`src/rtl/fp_int_result_queue_pkg.sv`:
```
// Shared FPU definitions for the FP-to-integer result path.
//   FFLAG_*          : bit positions inside the 5-bit fflags vector {NV,DZ,OF,UF,NX}
//   fflags_t         : 5-bit exception flag vector
//   fp_int_entry_t   : one queued FP-to-int result {result, rd, flags}
package fp_int_result_queue_pkg;

  localparam int unsigned FFLAG_NV = 4;
  localparam int unsigned FFLAG_DZ = 3;
  localparam int unsigned FFLAG_OF = 2;
  localparam int unsigned FFLAG_UF = 1;
  localparam int unsigned FFLAG_NX = 0;

  typedef logic [4:0] fflags_t;

  typedef struct packed {
    logic [31:0] result;
    logic [4:0]  rd;
    fflags_t     flags;
  } fp_int_entry_t;

endpackage

```
`src/rtl/fp_fflags_accum.sv`:
```
// Sticky floating-point exception flag register.
//   clk, reset     : clock, synchronous active-high reset (clears flags)
//   csr_we/wdata   : CSR write to fflags
//   accrue_en      : an entry retires this cycle
//   accrue_flags   : flags of the retiring entry
//   fflags         : accrued flags
// The accrued flags are ORed on top of the CSR write so a retiring flag is
// never overwritten by a same-cycle CSR write.
module fp_fflags_accum
  import fp_int_result_queue_pkg::*;
(
  input  logic    clk,
  input  logic    reset,
  input  logic    csr_we,
  input  fflags_t csr_wdata,
  input  logic    accrue_en,
  input  fflags_t accrue_flags,
  output fflags_t fflags
);

  always_ff @(posedge clk) begin
    if (reset) begin
      fflags <= '0;
    end else begin
      fflags <= (csr_we ? csr_wdata : fflags) | (accrue_en ? accrue_flags : '0);
    end
  end

endmodule

```
`src/rtl/fp_int_result_queue.sv`:
```
// In-order result queue between FP-to-integer producers and the integer
// writeback port, with sticky fflags accrual and a pending-rd hazard query.
//   clk, reset                 : clock, synchronous active-high reset
//   in_valid/in_ready          : producer handshake (in_ready = !full)
//   in_result/in_rd/in_flags   : result, destination, exception flags
//   out_valid/out_ready        : writeback handshake
//   out_result/out_rd          : head entry (0 while empty)
//   flush                      : discard all queued entries
//   query_rd/query_hit         : does any valid entry target query_rd (x0 never hits)
//   csr_fflags_we/wdata        : CSR write to fflags
//   fflags                     : accrued exception flags
// Optional build macro FP_RESULT_BYPASS_EN: when the queue is empty, the input
// is presented combinationally on the output and may retire with zero latency.
module fp_int_result_queue
  import fp_int_result_queue_pkg::*;
#(
  parameter int unsigned DEPTH = 4,
  parameter int unsigned XLEN  = 32
) (
  input  logic            clk,
  input  logic            reset,
  input  logic            in_valid,
  output logic            in_ready,
  input  logic [XLEN-1:0] in_result,
  input  logic [4:0]      in_rd,
  input  logic [4:0]      in_flags,
  output logic            out_valid,
  input  logic            out_ready,
  output logic [XLEN-1:0] out_result,
  output logic [4:0]      out_rd,
  input  logic            flush,
  input  logic [4:0]      query_rd,
  output logic            query_hit,
  input  logic            csr_fflags_we,
  input  logic [4:0]      csr_fflags_wdata,
  output logic [4:0]      fflags
);

  localparam int unsigned PW = $clog2(DEPTH);

  logic [XLEN-1:0] mem_result [DEPTH];
  logic [4:0]      mem_rd     [DEPTH];
  fflags_t         mem_flags  [DEPTH];

  logic [PW-1:0] wr_ptr;
  logic [PW-1:0] rd_ptr;
  logic [PW:0]   count;

  logic    empty;
  logic    full;
  logic    retire;
  logic    push;
  logic    pop;
  fflags_t head_flags;
  logic [PW-1:0] q_off;

  assign empty    = (count == '0);
  assign full     = (count == (PW+1)'(DEPTH));
  assign in_ready = !full;

  always_comb begin
    out_valid  = !empty;
    out_result = empty ? '0 : mem_result[rd_ptr];
    out_rd     = empty ? '0 : mem_rd[rd_ptr];
    head_flags = mem_flags[rd_ptr];
`ifdef FP_RESULT_BYPASS_EN
    if (empty && in_valid) begin
      out_valid  = 1'b1;
      out_result = in_result;
      out_rd     = in_rd;
      head_flags = in_flags;
    end
`endif
  end

  assign retire = out_valid && out_ready && !flush;

`ifdef FP_RESULT_BYPASS_EN
  // A bypassed result that retires in the same cycle never touches storage.
  assign push = in_valid && in_ready && !flush && !(empty && out_ready);
  assign pop  = retire && !empty;
`else
  assign push = in_valid && in_ready && !flush;
  assign pop  = retire;
`endif

  always_ff @(posedge clk) begin
    if (push) begin
      mem_result[wr_ptr] <= in_result;
      mem_rd[wr_ptr]     <= in_rd;
      mem_flags[wr_ptr]  <= in_flags;
    end
  end

  always_ff @(posedge clk) begin
    if (reset || flush) begin
      wr_ptr <= '0;
      rd_ptr <= '0;
      count  <= '0;
    end else begin
      if (push) wr_ptr <= wr_ptr + 1'b1;
      if (pop)  rd_ptr <= rd_ptr + 1'b1;
      case ({push, pop})
        2'b10:   count <= count + 1'b1;
        2'b01:   count <= count - 1'b1;
        default: count <= count;
      endcase
    end
  end

  // Slot i is live when its distance from the head is below count.
  always_comb begin
    query_hit = 1'b0;
    q_off     = '0;
    for (int unsigned i = 0; i < DEPTH; i++) begin
      q_off = PW'(i) - rd_ptr;
      if (({1'b0, q_off} < count) && (mem_rd[i] == query_rd)) query_hit = 1'b1;
    end
`ifdef FP_RESULT_BYPASS_EN
    if (in_valid && (in_rd == query_rd)) query_hit = 1'b1;
`endif
    if (query_rd == '0) query_hit = 1'b0;
  end

  fp_fflags_accum u_fflags (
    .clk          (clk),
    .reset        (reset),
    .csr_we       (csr_fflags_we),
    .csr_wdata    (csr_fflags_wdata),
    .accrue_en    (retire),
    .accrue_flags (head_flags),
    .fflags       (fflags)
  );

endmodule

```
`config.mk`:
```
export PLATFORM = sky130hd
export DESIGN_NAME = fp_int_result_queue
export DESIGN_NICKNAME = d
export VERILOG_FILES = /design/src/rtl/fp_int_result_queue_pkg.sv /design/src/rtl/fp_fflags_accum.sv /design/src/rtl/fp_int_result_queue.sv
export SDC_FILE = /design/constraint.sdc
export NUM_CORES = 1
export LEC_CHECK = 0
export BUFFER_PORTS_ARGS = -buffer_cell sky130_fd_sc_hd__buf_2
export CAP_MARGIN = 40
export CORE_MARGIN = 2
export CORE_UTILIZATION = 51
export CTS_CLUSTER_SIZE = 12
export DETAILED_ROUTE_END_ITERATION = 7
export PLACE_DENSITY = 0.78
export SLEW_MARGIN = 20
export SYNTH_ARGS = -nofsm -noshare
export SYNTH_HDL_FRONTEND = slang
export SYNTH_SLANG_ARGS = --single-unit
```
`constraint.sdc`:
```
create_clock -name clk -period 2.4 [get_ports clk]
set_input_delay 0.36 -clock clk [delete_from_list [all_inputs] [get_ports clk]]
set_output_delay 0.36 -clock clk [all_outputs]
set_load 0.01 [all_outputs]
```
==> qor.csv <==
metric;value;unit
slew-limit-headroom;72.3;%
crit_top_cell;inv_1;
synth_cells;386;
place_congestion;0.845;
worst_slack;0.101;ns
core;14400;um^2
r2r_setup_slack;0.10;ns
cts-buffers-inserted;17;
drt-initial-drc-count;279;
slew_violations;0;
final_util;61.2;%
crit_arrival;2.66;ns
synth_seq_cells;182;
synth_top_family_by_area;multiplexers;
hold_path_startpoint;in_result[10];
crit_slowest_cell;fa_1;
leakage;3.08;nW
insertion_delay;0.43;ns
grt_pass1_wl;22.0;mm
worstMarginPinSlew;0.416;ns
start_util;51.6;%
finalCritPeriodShare;95.8;%
dieHeight;125;um
cts-root-buf;clkbuf_16;
clock.fmax;435;MHz
path_cells;inv_1 -> nand3_1 -> nand2_2 -> nor2_1 -> inv_1 -> ha_1 -> inv_1 -> fa_1 -> xor2_1 -> or3_1 -> a21oi_1;
synth_fa_ha_area_share;1.79;%
fill_cells;1014;
finalPower;6.38;mW
port_buffers;102;
totalWireLength;13.8;mm
finalHoldViolCount;0;
p_per_area;725;nW/um^2
ys_types;32;
synthXorXnorAreaFrac;3.07;%
syn_to_final_growth;18.7;%
grt_max_degree;43;
rr_worst_depth;11;
cts_sinks;182;
cts_max_level;4;
outcome;complete, no violations;
grt_overflow;0;
fin_skew;0.00750;ns
crit_required;2.76;ns
netlist_area;7410;um^2
drv_cap;0;
crit_family;simple AND/OR/NAND/NOR gates;
die-area;15500;um^2
cts.reportedPaths.clkPinSlew;0.06;ns
cts_max_path_buffers;2;
drt_first_pass_iters;4;
fp.dieW;125;um
min_path_type;input pin to flip-flop;
drive_gt1_share;39.5;%
hold_buffers;0;
vias_per_cell;5.46;
wl_per_cell;19.7;um
synth_compound_area_share;1.52;%
dp_slack;0.0737;ns
ir_drop;0.603;mV
tns;0;ns
grt_pass1_vias;4089;
dp_cells;665;
synth_mux_area_share;13.5;%
synthesis.nets;454;
yosysSeqAreaShare;71.8;%
hpwl;8.83;mm
cts_tree;built;
end_kind;flip-flop;
setup_viol;0;
drc;0;
period_needed;2.30;ns
synth_warnings;0;
io_pins;103;
rr_endpoint;count[2];
synthSimpleGateAreaFrac;5.54;%
ant_nets;0;
startpoint_type;flip-flop;
worst-path-buf-inv;3;
grtUsageTotal;18.7;%
rr_startpoint;count[0];
finalNetCount;571;
hold_end;mem_result[1][10];
max_stage_delay;0.39;ns
critPathMaxFanout;5;
syn_area_per_cell;19.2;um^2
antenna_found_initial;1;
dr_total_vias;3827;
fin_cells;701;
criticalPathCategory;flip-flop to flip-flop;
rows;44;
hold-path-cell-count;1;
rsz0062_at_grt;yes;
## Yosys cell counts (all sizes together)
library cell  number  area share (%)
a2111oi            1            0.20
a21oi             13            0.88
a221o              1            0.14
a221oi             2            0.24
and2              41             3.5
buf               11             1.7
clkbuf            10            0.51
dfxtp             14             3.8
edfxtp           168              68
fa                 1            0.27
ha                 9             1.5
inv               10            0.51
mux2i              5            0.68
mux4              42              13
nand2              8            0.41
nand3              3            0.27
nand4              2            0.17
nor2              11            0.56
nor2b              1           0.084
nor4               2            0.17
o21ai              1           0.067
or2                1           0.084
or3                2            0.24
or4                1            0.10
xnor2             12             1.4
xor2              14             1.7
## layout by cell type, fill, tap and decap left out, types with 5 or more instances in the layout
master,instances
edfxtp_1,168
dfxtp_1,10
buf_2,102
inv_1,9
buf_4,8
a21oi_1,13
ha_1,9
and2_1,37
xnor2_1,11
buf_12,9
mux4_2,40
clkinv_2,6
nand2_1,7
nor2_1,11
clkbuf_16,17
mux2i_1,5
xor2_1,14
## state kept, by name, summed over array words and instances (netlist names), named ones only
name             count
mem_result         128
mem_flags           20
mem_rd              20
u_fflags.fflags      5
count                3
rd_ptr               2
wr_ptr               2
## repair_timing
| item | CTS | global route |
|---|---|---|
| setup buffers | 3 | 0 |
| setup endpoints to repair | 10 | 2 |
| resized for setup | 1 | 5 |
## routing by layer
metal,track usage [%],up-vias,share of wire (%),wire (um)
met5,0,-,0,0
met4,5.95,0,1.2,165
met3,5.03,14,5.6,779
met2,31.2,119,51,7030
met1,24.2,1956,42,5850
li1,-,1738,-,-
## worst max path at each step
stage,start,to,slack (ns),depth (start not counted)
CTS,rd_ptr[1],query_hit,0.003,7
floorplan,count[0],mem_flags[0][0],0.02,5
finish,count[0],count[2],0.10,11
global placement,count[1],count[2],0.28,11
global route,count[0],count[2],0.001,11
detailed placement,count[1],count[2],0.07,11
## worst register-to-register path, delay by kind of cell, from the launching register on
| kind | cells | cell delay, ns |
|---|---|---|
| buf+inv | 3 | 0.27 |
| flops | 1 | 0.36 |
| compound gates | 1 | 0.14 |
| simple gates | 4 | 0.70 |
| xor+xnor | 1 | 0.17 |
| fa+ha+maj | 2 | 0.59 |
## power breakdown
group	total (mW)	internal, mW	switching (mW)
clock	2.53	1.42	1.11
sequential	3.54	3.52	0.0187
combinational	0.301	0.140	0.161
total	6.38	5.08	1.29
## kinds of logic (layout without fill, tap and decap cells)
family / count (synthesis) / count (layout)
simple gates: 72 / 72
mux: 47 / 47
compound gates: 18 / 18
other cells: 0 / 1
xor+xnor: 26 / 26
buf+inv: 31 / 161
flops: 182 / 182
fa+ha+maj: 10 / 10
## area by class of cell
cell class / instances / area [um^2] / share of cell area [%]
timing repair buffer: 119 / 751 / 8.53
inverter: 10 / 37.5 / 0.427
sequential: 182 / 5330 / 60.6
tap: 184 / 230 / 2.62
multi-input combinational: 173 / 1910 / 21.7
clock inverter: 13 / 105 / 1.19
antenna: 1 / 2.50 / 0.0284
clock buffer: 19 / 433 / 4.92
## through the flow
step	instance area (um^2)	hold slack, ns
final	8800	0.146
after detailed placement	8220	0.506
after floorplan	7410	0.429
after CTS	8780	0.131
after global routing	8800	0.140
after global placement	8220	0.493
Power figures use the tool's default switching activity.
